`src/rtl/clock_pkg.sv`:
```
// Shared definitions for the MM:SS clock controller: mode encodings,
// field limits and the wrap-around edit helpers.
package clock_pkg;

  localparam int unsigned TIME_W = 6;

  typedef logic [TIME_W-1:0] time_t;
  typedef logic [1:0]        mode_t;

  localparam mode_t MODE_RUN     = 2'd0;
  localparam mode_t MODE_SET_MIN = 2'd1;
  localparam mode_t MODE_SET_SEC = 2'd2;

  localparam time_t MAX_MIN = 6'd59;
  localparam time_t MAX_SEC = 6'd59;

  // Anything at or above the limit (including garbage captured from the
  // counter) rolls over to 0.
  function automatic time_t wrap_inc(input time_t v, input time_t max);
    return (v >= max) ? '0 : v + 6'd1;
  endfunction

  // 0 and out-of-range values both land on the limit.
  function automatic time_t wrap_dec(input time_t v, input time_t max);
    return (v == '0 || v > max) ? max : v - 6'd1;
  endfunction

endpackage

```
`src/rtl/key_debounce.sv`:
```
// Raw active-low key -> 2-flop synchroniser -> stability debouncer.
// Ports: clk, reset (async high), key_n (raw key), press (1-cycle pulse).
module key_debounce #(
  parameter int unsigned DEBOUNCE_CYCLES = 1_000_000
) (
  input  logic clk,
  input  logic reset,
  input  logic key_n,
  output logic press
);

  localparam int unsigned CW = $clog2(DEBOUNCE_CYCLES + 1);
  localparam logic [CW-1:0] CNT_LAST = CW'(DEBOUNCE_CYCLES - 1);

  logic [1:0]    sync_q;
  logic          level_q, level_d;
  logic          prev_q;
  logic          press_q, press_d;
  logic [CW-1:0] cnt_q, cnt_d;

  // level_q is the accepted (debounced) level, 1 = released.
  // Any sample equal to the accepted level restarts the count.
  always_comb begin
    level_d = level_q;
    cnt_d   = '0;
    if (sync_q[1] != level_q) begin
      if (cnt_q == CNT_LAST) begin
        level_d = sync_q[1];
      end else begin
        cnt_d = cnt_q + CW'(1);
      end
    end
    // Registered one cycle after the accepted level falls.
    press_d = prev_q & ~level_q;
  end

  always_ff @(posedge clk or posedge reset) begin
    if (reset) begin
      sync_q  <= 2'b11;
      level_q <= 1'b1;
      prev_q  <= 1'b1;
      press_q <= 1'b0;
      cnt_q   <= '0;
    end else begin
      sync_q  <= {sync_q[0], key_n};
      level_q <= level_d;
      prev_q  <= level_q;
      press_q <= press_d;
      cnt_q   <= cnt_d;
    end
  end

  assign press = press_q;

endmodule

```
`src/rtl/clock_ctrl.sv`:
```
// RUN / SET_MIN / SET_SEC controller: 1 Hz enable, key debounce, time edit.
// Ports: clk, reset, key_*_n, cur_min/sec in; sec_tick, load, load_*, edit_active, blink_mask, mode out.
module clock_ctrl
  import clock_pkg::*;
#(
  parameter int unsigned TICK_DIV        = 50_000_000,
  parameter int unsigned DEBOUNCE_CYCLES = 1_000_000,
  parameter int unsigned BLINK_DIV       = 12_500_000
) (
  input  logic        clk,
  input  logic        reset,
  input  logic        key_mode_n,
  input  logic        key_inc_n,
  input  logic        key_dec_n,
  input  logic [5:0]  cur_min,
  input  logic [5:0]  cur_sec,
  output logic        sec_tick,
  output logic        load,
  output logic [5:0]  load_min,
  output logic [5:0]  load_sec,
  output logic        edit_active,
  output logic [3:0]  blink_mask,
  output logic [1:0]  mode
);

  localparam int unsigned PW = $clog2(TICK_DIV);
  localparam int unsigned BW = (BLINK_DIV > 1) ? $clog2(BLINK_DIV) : 1;
  localparam logic [PW-1:0] PRESC_LAST = PW'(TICK_DIV - 1);
  localparam logic [BW-1:0] BLINK_LAST = BW'(BLINK_DIV - 1);

  logic mode_p, inc_p, dec_p;

  key_debounce #(.DEBOUNCE_CYCLES(DEBOUNCE_CYCLES)) u_key_mode (
    .clk(clk), .reset(reset), .key_n(key_mode_n), .press(mode_p)
  );
  key_debounce #(.DEBOUNCE_CYCLES(DEBOUNCE_CYCLES)) u_key_inc (
    .clk(clk), .reset(reset), .key_n(key_inc_n), .press(inc_p)
  );
  key_debounce #(.DEBOUNCE_CYCLES(DEBOUNCE_CYCLES)) u_key_dec (
    .clk(clk), .reset(reset), .key_n(key_dec_n), .press(dec_p)
  );

  mode_t          state_q, state_d;
  logic [PW-1:0]  presc_q, presc_d;
  logic [BW-1:0]  bcnt_q, bcnt_d;
  logic           blink_q, blink_d;
  time_t          lmin_q, lmin_d;
  time_t          lsec_q, lsec_d;
  logic           load_q, load_d;
  logic           tick;

  assign tick = (state_q == MODE_RUN) && (presc_q == PRESC_LAST);

  // inc and dec together cancel; mode beats both.
  always_comb begin
    state_d = state_q;
    presc_d = '0;
    lmin_d  = lmin_q;
    lsec_d  = lsec_q;
    load_d  = 1'b0;
    unique case (state_q)
      MODE_RUN: begin
        presc_d = tick ? '0 : presc_q + PW'(1);
        if (mode_p) begin
          state_d = MODE_SET_MIN;
          lmin_d  = cur_min;
          lsec_d  = cur_sec;
          presc_d = '0;
        end
      end
      MODE_SET_MIN: begin
        if (mode_p) begin
          state_d = MODE_SET_SEC;
        end else if (inc_p && !dec_p) begin
          lmin_d = wrap_inc(lmin_q, MAX_MIN);
        end else if (dec_p && !inc_p) begin
          lmin_d = wrap_dec(lmin_q, MAX_MIN);
        end
      end
      MODE_SET_SEC: begin
        if (mode_p) begin
          state_d = MODE_RUN;
          load_d  = 1'b1;
        end else if (inc_p && !dec_p) begin
          lsec_d = wrap_inc(lsec_q, MAX_SEC);
        end else if (dec_p && !inc_p) begin
          lsec_d = wrap_dec(lsec_q, MAX_SEC);
        end
      end
      default: begin
        state_d = MODE_RUN;
      end
    endcase
  end

  // Phase restarts at 0 on every state change so edited digits show first.
  always_comb begin
    bcnt_d  = '0;
    blink_d = 1'b0;
    if (state_q != MODE_RUN && state_d == state_q) begin
      if (bcnt_q == BLINK_LAST) begin
        blink_d = ~blink_q;
      end else begin
        bcnt_d  = bcnt_q + BW'(1);
        blink_d = blink_q;
      end
    end
  end

  always_ff @(posedge clk or posedge reset) begin
    if (reset) begin
      state_q <= MODE_RUN;
      presc_q <= '0;
      bcnt_q  <= '0;
      blink_q <= 1'b0;
      lmin_q  <= '0;
      lsec_q  <= '0;
      load_q  <= 1'b0;
    end else begin
      state_q <= state_d;
      presc_q <= presc_d;
      bcnt_q  <= bcnt_d;
      blink_q <= blink_d;
      lmin_q  <= lmin_d;
      lsec_q  <= lsec_d;
      load_q  <= load_d;
    end
  end

  always_comb begin
    blink_mask = 4'b0000;
    if (blink_q) begin
      if (state_q == MODE_SET_MIN) blink_mask = 4'b1100;
      if (state_q == MODE_SET_SEC) blink_mask = 4'b0011;
    end
  end

  assign sec_tick    = tick;
  assign load        = load_q;
  assign load_min    = lmin_q;
  assign load_sec    = lsec_q;
  assign edit_active = (state_q != MODE_RUN);
  assign mode        = state_q;

endmodule

```
`config.mk`:
```
export PLATFORM = sky130hd
export DESIGN_NAME = clock_ctrl
export DESIGN_NICKNAME = d
export VERILOG_FILES = /design/src/rtl/clock_pkg.sv /design/src/rtl/key_debounce.sv /design/src/rtl/clock_ctrl.sv
export SDC_FILE = /design/constraint.sdc
export NUM_CORES = 1
export LEC_CHECK = 0
export CAP_MARGIN = 20
export CORE_MARGIN = 5
export CORE_UTILIZATION = 45
export DETAILED_ROUTE_END_ITERATION = 6
export PLACE_DENSITY = 0.73
export SYNTH_ARGS = -nofsm -noshare
export SYNTH_HDL_FRONTEND = slang
export SYNTH_SLANG_ARGS = --single-unit
```
`constraint.sdc`:
```
create_clock -name clk -period 5.7 [get_ports clk]
set_input_delay 1.14 -clock clk [delete_from_list [all_inputs] [get_ports clk]]
set_output_delay 1.14 -clock clk [all_outputs]
set_load 0.05 [all_outputs]
```
==> flow_summary.yaml, run 1 <==
routing:
  vias: 6131
  wl_um: 15600
  route.detailed.drc: 0
  routed_via_density: 5.79
  firstDrtPassIters: 5
  wl_per_cell_um: 14.7
  drtIter0Drc: 383
  final_antenna_net_count: 0
grt:
  grt_first_pass_wirelength_um: 26700
  grt_pass1_vias: 5636
  grt_usage_pct: 16.2
  antenna_found_initial: 0
  globalRouteOverflowTotal: 0
  grt_max_degree: 117
synthesis:
  avgSynthCellArea_um2: 9.36
  yosys-mux-area-fraction_pct: 0.731
  synth_xor_area_share_pct: 7.33
  synth_fp_nets: 835
  synth_top_family_by_area: "simple AND/OR/NAND/NOR gates"
  synth_simple_gate_area_share_pct: 25.6
  yosysSeqAreaShare_pct: 47.1
  yosys_register_bits: 141
  synth_area_mm2: 0.00753
  synthAdderAreaFrac_pct: 2.29
  syn_inst: 805
  synth_edf_count: 0
  ys_async_sr_fraction_pct: 100
  synth_compound_area_share_pct: 13.4
  synth-main-ff-cell: "dfrtp_1"
  ys.warnings.count: 0
  ys_types: 67
pwr:
  pwr-share-comb_pct: 2.7
  pwr-share-seq_pct: 46.7
  vdd_drop_max_mv: 0.251
  p_int_uw: 1740
  p_clk_share_pct: 50.6
  total_leakage_power_uw: 0.00343
  p_switching_uw: 441
  netSwitchingFraction_pct: 20.2
  power_density_mw_per_mm2: 251
  power_uw: 2180
worst_setup_path:
  critPathSlowestCell: "clkdlybuf4s50_1"
  worstSetupEndpointType: "output port"
  crit_fanout: 15
  cp-start-kind: "flip-flop"
  critPathRequiredTime_ns: 4.56
  crit_buf_inv: 1
  critPathMaxStageDelay_ns: 0.82
  arrival_ns: 3.04
  path_cells: "or4_1, or4_4, nor2_1, clkdlybuf4s50_1"
  critical-path-top-delay-family: "simple AND/OR/NAND/NOR gates"
  crit_type: "reg2out"
finish:
  drive_above_1_share_pct: 7.87
  diodes: 0
  multi_input_area_mm2: 0.00373
  fill_cells: 1506
  mostFrequentLayoutCell: "dfrtp_1"
  syn_to_final_growth_pct: 15.2
  nets: 857
  final_cell_mix: "dfrtp_1 (129), nor2_1 (82), nand3_1 (53), nand2_1 (51), a21oi_1 (49)"
  seq_area_mm2: 0.00354
clock_tree:
  cts_buffers: 17
  clk-insertion-delay-late_ns: 0.42
  clock_path_buffers: 2
  cts_tree: "yes"
  clk_pin_slew_worst_paths_ns: 0.06
  hold_buffers: 0
  post_cts_resize_count: 0
  clock_sinks: 141
  htree_levels: 4
  cts_root_buffer: "clkbuf_16"
  cts_setup_buffers: 0
sta:
  finalCritPeriodShare_pct: 73.4
  hold_violations: 0
  max_freq_mhz: 239
  drv_slew: 0
  fin_crit_ns: 4.18
  maxSlewHeadroom_pct: 37.8
  max_slew.worst_pin.slew_ns: 0.931
  final-setup-viol-count: 0
  rsz0062_at_grt: "no"
  fin_skew_ns: 0.00732
  setup-tns-final_ns: 0
placement:
  dpl.hpwl_um: 10200
  numPortBuffers: 37
  place_congestion: 0.887
outcome:
  status: "finished clean"
floorplanning:
  die_height_um: 139
  num_rows: 47
  die_w_um: 139
  num_io_pins: 38
  dieArea_mm2: 0.0194
  initial_core_util_pct: 45.6
  core_area_mm2: 0.0165
min_path:
  hold_path.class: "reg2reg"
job:
  maxCapViolations: 0
[routing by layer]
layer | part of all wire (%) | GRT usage (%) | vias to the layer above | wire length (um)
li1 | - | - | 2996 | -
met1 | 47 | 22.9 | 2947 | 7290
met2 | 47 | 24.6 | 169 | 7280
met3 | 5.3 | 4.25 | 19 | 824
met4 | 1.3 | 5.20 | 0 | 208
met5 | 0 | 0 | - | 0
[state kept, by name, indices dropped and copies added, names as in the netlist, 6 cells and up]
signal            cells
bcnt_q               24
load_min              6
load_sec              6
presc_q              26
u_key_dec.cnt_q      20
u_key_inc.cnt_q      20
u_key_mode.cnt_q     20
[cell usage after synthesis, drive strengths merged (3+ instances only)]
cell type    n  area [um^2]
a21o         3         22.5
a21oi       49          245
a221oi       3         26.3
a31oi        8         50.1
and2         7         43.8
and3        13         82.6
and4        14          123
buf          7         51.3
clkbuf      32          120
dfrtp      129         3230
dfstp       12          315
ha          13          163
inv         27          101
mux2         4         45.0
nand2       51          191
nand2b       5         31.3
nand3       53          265
nand3b       3         22.5
nand4       29          181
nor2        82          308
nor2b        7         43.8
nor3         8         40.0
nor3b        3         22.5
nor4        10         62.6
nor4b        4         35.0
o2111ai      3         26.3
o21ai       41          216
o221ai       5         43.8
o31ai       21          158
o41ai        3         26.3
or2          4         25.0
or3         32          200
or4         26          200
xnor2       22          193
xor2        41          359
[cell families (layout without fill, tap and decap cells)]
group           count (synthesis)  in the layout
compound gates                159            159
buf+inv                        67            101
flops                         141            141
fa+ha+maj                      14             14
simple gates                  356            356
xor+xnor                       63             63
mux                             5              5
[layout make-up]
cell class	count	area share (%)
Clock buffer	23	5.40
Sequential cell	141	40.9
Inverter	28	1.27
Multi-Input combinational cell	597	43.0
Timing Repair Buffer	42	4.93
Clock inverter	8	1.36
Tap cell	220	3.17
[power by group through the flow]
stage / Combinational (uW) / Sequential, uW / Clock (uW)
2_1_floorplan: 34.2 / 1030 / 0
3_3_place_gp: 58.0 / 1040 / 0
3_5_place_dp: 58.0 / 1040 / 0
4_1_cts: 58.6 / 1020 / 1130
5_1_grt: 67.9 / 1020 / 1170
6_report: 58.8 / 1020 / 1100
[path summary, 6_finish.rpt]
check	from	end	slack [ns]	cells past startpoint
worst max-delay path	mode[1]	sec_tick	1.52	4
worst min-delay path	u_key_mode.sync_q[0]	u_key_mode.sync_q[1]	0.36	0
worst max register to register	mode[1]	presc_q[5]	3.17	4
worst min register to register	u_key_mode.sync_q[0]	u_key_mode.sync_q[1]	0.36	0
max in group asynchronous	reset	presc_q[2]	3.45	4
min in group asynchronous	reset	load_sec[5]	1.15	2
[through the flow]
step           instance area (um^2)  util [%]  std cells  worst slack (ns)  hold WS [ns]
2_1_floorplan                  7530         -        805             0.799         0.345
3_3_place_gp                   8060      48.8       1027              1.97         0.346
3_5_place_dp                   8060      48.8       1027              1.96         0.347
4_1_cts                        8650      52.3       1058              1.49         0.356
5_1_grt                        8670      52.5       1059              1.42         0.358
6_report                       8670      52.5       1059              1.52         0.355
Note: power is estimated with default switching activity, not from simulation.
==> run 2: changes to the inputs <==
Clock period 5.7 ns to 4.27 ns, I/O delays scaled along.
==> flow_summary.yaml, run 2 (same netlist as run 1, synthesis figures left out) <==
floorplanning:
  num_io_pins: 38
  num_rows: 47
  dieArea_mm2: 0.0194
  initial_core_util_pct: 45.6
  die_height_um: 139
  core_area_mm2: 0.0165
  die_w_um: 139
finish:
  nets: 856
  final_cell_mix: "dfrtp_1 (129), nor2_1 (82), nand3_1 (53), nand2_1 (51), a21oi_1 (49)"
  syn_to_final_growth_pct: 15.2
  reg_top3: "presc_q (26), bcnt_q (24)"
  diodes: 0
  drive_above_1_share_pct: 8.34
  largest-register: "presc_q"
  mostFrequentLayoutCell: "dfrtp_1"
  largest_reg_flops: 26
clock_tree:
  post_cts_resize_count: 0
  clk-insertion-delay-late_ns: 0.42
  cts_root_buffer: "clkbuf_16"
  cts_buffers: 17
  clock_sinks: 141
  cts_tree: "yes"
  hold_buffers: 0
  clock_path_buffers: 2
  htree_levels: 4
  cts_setup_buffers: 0
  clk_pin_slew_worst_paths_ns: 0.06
worst_setup_path:
  critPathSlowestCell: "clkdlybuf4s50_1"
  worstSetupEndpointType: "output port"
  crit_type: "reg2out"
  critPathRequiredTime_ns: 3.42
  cp-start-kind: "flip-flop"
  arrival_ns: 3.05
  r2r_slack_ns: 1.74
  r2r-start: "mode[1]"
  critPathMaxStageDelay_ns: 0.81
  path_cells: "or4_1, or4_4, nor2_1, clkdlybuf4s50_1"
  crit_fanout: 15
  worstSetupStartpoint: "mode[1]"
sta:
  max_freq_mhz: 256
  finalCritPeriodShare_pct: 91.4
  rsz0062_at_grt: "no"
  drv_slew: 0
  fin_crit_ns: 3.90
  hold_violations: 0
  fin_skew_ns: 0.00919
  setup-tns-final_ns: 0
  setup_ws_ns: 0.366
  max_slew.worst_pin.slew_ns: 0.939
  maxSlewHeadroom_pct: 37.3
  final-setup-viol-count: 0
min_path:
  hold_path.class: "reg2reg"
  hp-start: "u_key_mode.sync_q[0]"
grt:
  grt_first_pass_wirelength_um: 27200
  antenna_found_initial: 0
  grt_pass1_vias: 5825
  grt_max_degree: 126
  globalRouteOverflowTotal: 0
  grt_usage_pct: 16.4
job:
  maxCapViolations: 0
routing:
  vias: 6108
  drtIter0Drc: 436
  wl_per_cell_um: 14.7
  wl_um: 15600
  routed_via_density: 5.77
  final_antenna_net_count: 0
  firstDrtPassIters: 5
  route.detailed.drc: 0
pwr:
  power_density_mw_per_mm2: 339
  total_leakage_power_uw: 0.00342
  vdd_drop_max_mv: 0.308
placement:
  place_congestion: 0.852
  numPortBuffers: 37
  dpl.hpwl_um: 10300
  place_ws_ns: 0.817
outcome:
  status: "finished clean"
run 2: changes by cell type in the layout (fill, tap and decap cells not counted):
cell        previous run  this run
bufinv_16              3         2
clkinv_4               0         4
clkinvlp_4             1         3
buf_4                  4         3
inv_6                  1         5
clkbuf_1               4         0
clkinv_2               4         0
buf_12                 0         1
buf_16                 1         0
run 2: routing by layer:
layer	global-route usage, %	wire length [um]	part of all wire [%]
met5	0	0	0
met4	5.92	265	1.7
met3	3.64	674	4.3
met2	25.8	7270	47
met1	22.3	7370	47
run 2: final timing paths:
kind / endpoint / cells past startpoint
worst max-delay path: sec_tick / 4
worst min-delay path: u_key_mode.sync_q[1] / 0
worst max register to register: presc_q[11] / 4
worst min register to register: u_key_mode.sync_q[1] / 0
max in group asynchronous: u_key_inc.cnt_q[12] / 3
min in group asynchronous: load_sec[2] / 2
run 2: power by group:
group	switching, uW	internal [uW]
clock network	602	903
registers	9.79	1350
logic	49.5	27.4
total	661	2280
run 2: final cells by class:
class,instances,area [um^2]
clock buffer,19,453
sequential,141,3540
timing repair buffer,41,413
fill,1444,7850
clock inverter,13,154
multi-input combinational,597,3730
inverter,28,109
tap,220,275
run 2: per-stage QoR:
stage / total power, uW / utilization, % / cell area [um^2] / instances / hold slack, ns
after detailed placement: 1460 / 48.8 / 8070 / 1027 / 0.349
after floorplan: 1430 / - / 7530 / 805 / 0.345
final: 2940 / 52.5 / 8680 / 1059 / 0.356
after global routing: 3040 / 52.5 / 8680 / 1059 / 0.364
after global placement: 1460 / 48.8 / 8070 / 1027 / 0.347
after CTS: 2970 / 52.5 / 8680 / 1059 / 0.358
run 2: critical path, delay by kind of cell, from the launching register on:
kind	cells	cell delay [ns]
simple gates	3	1.30
flops	1	0.52
buf+inv	1	0.81
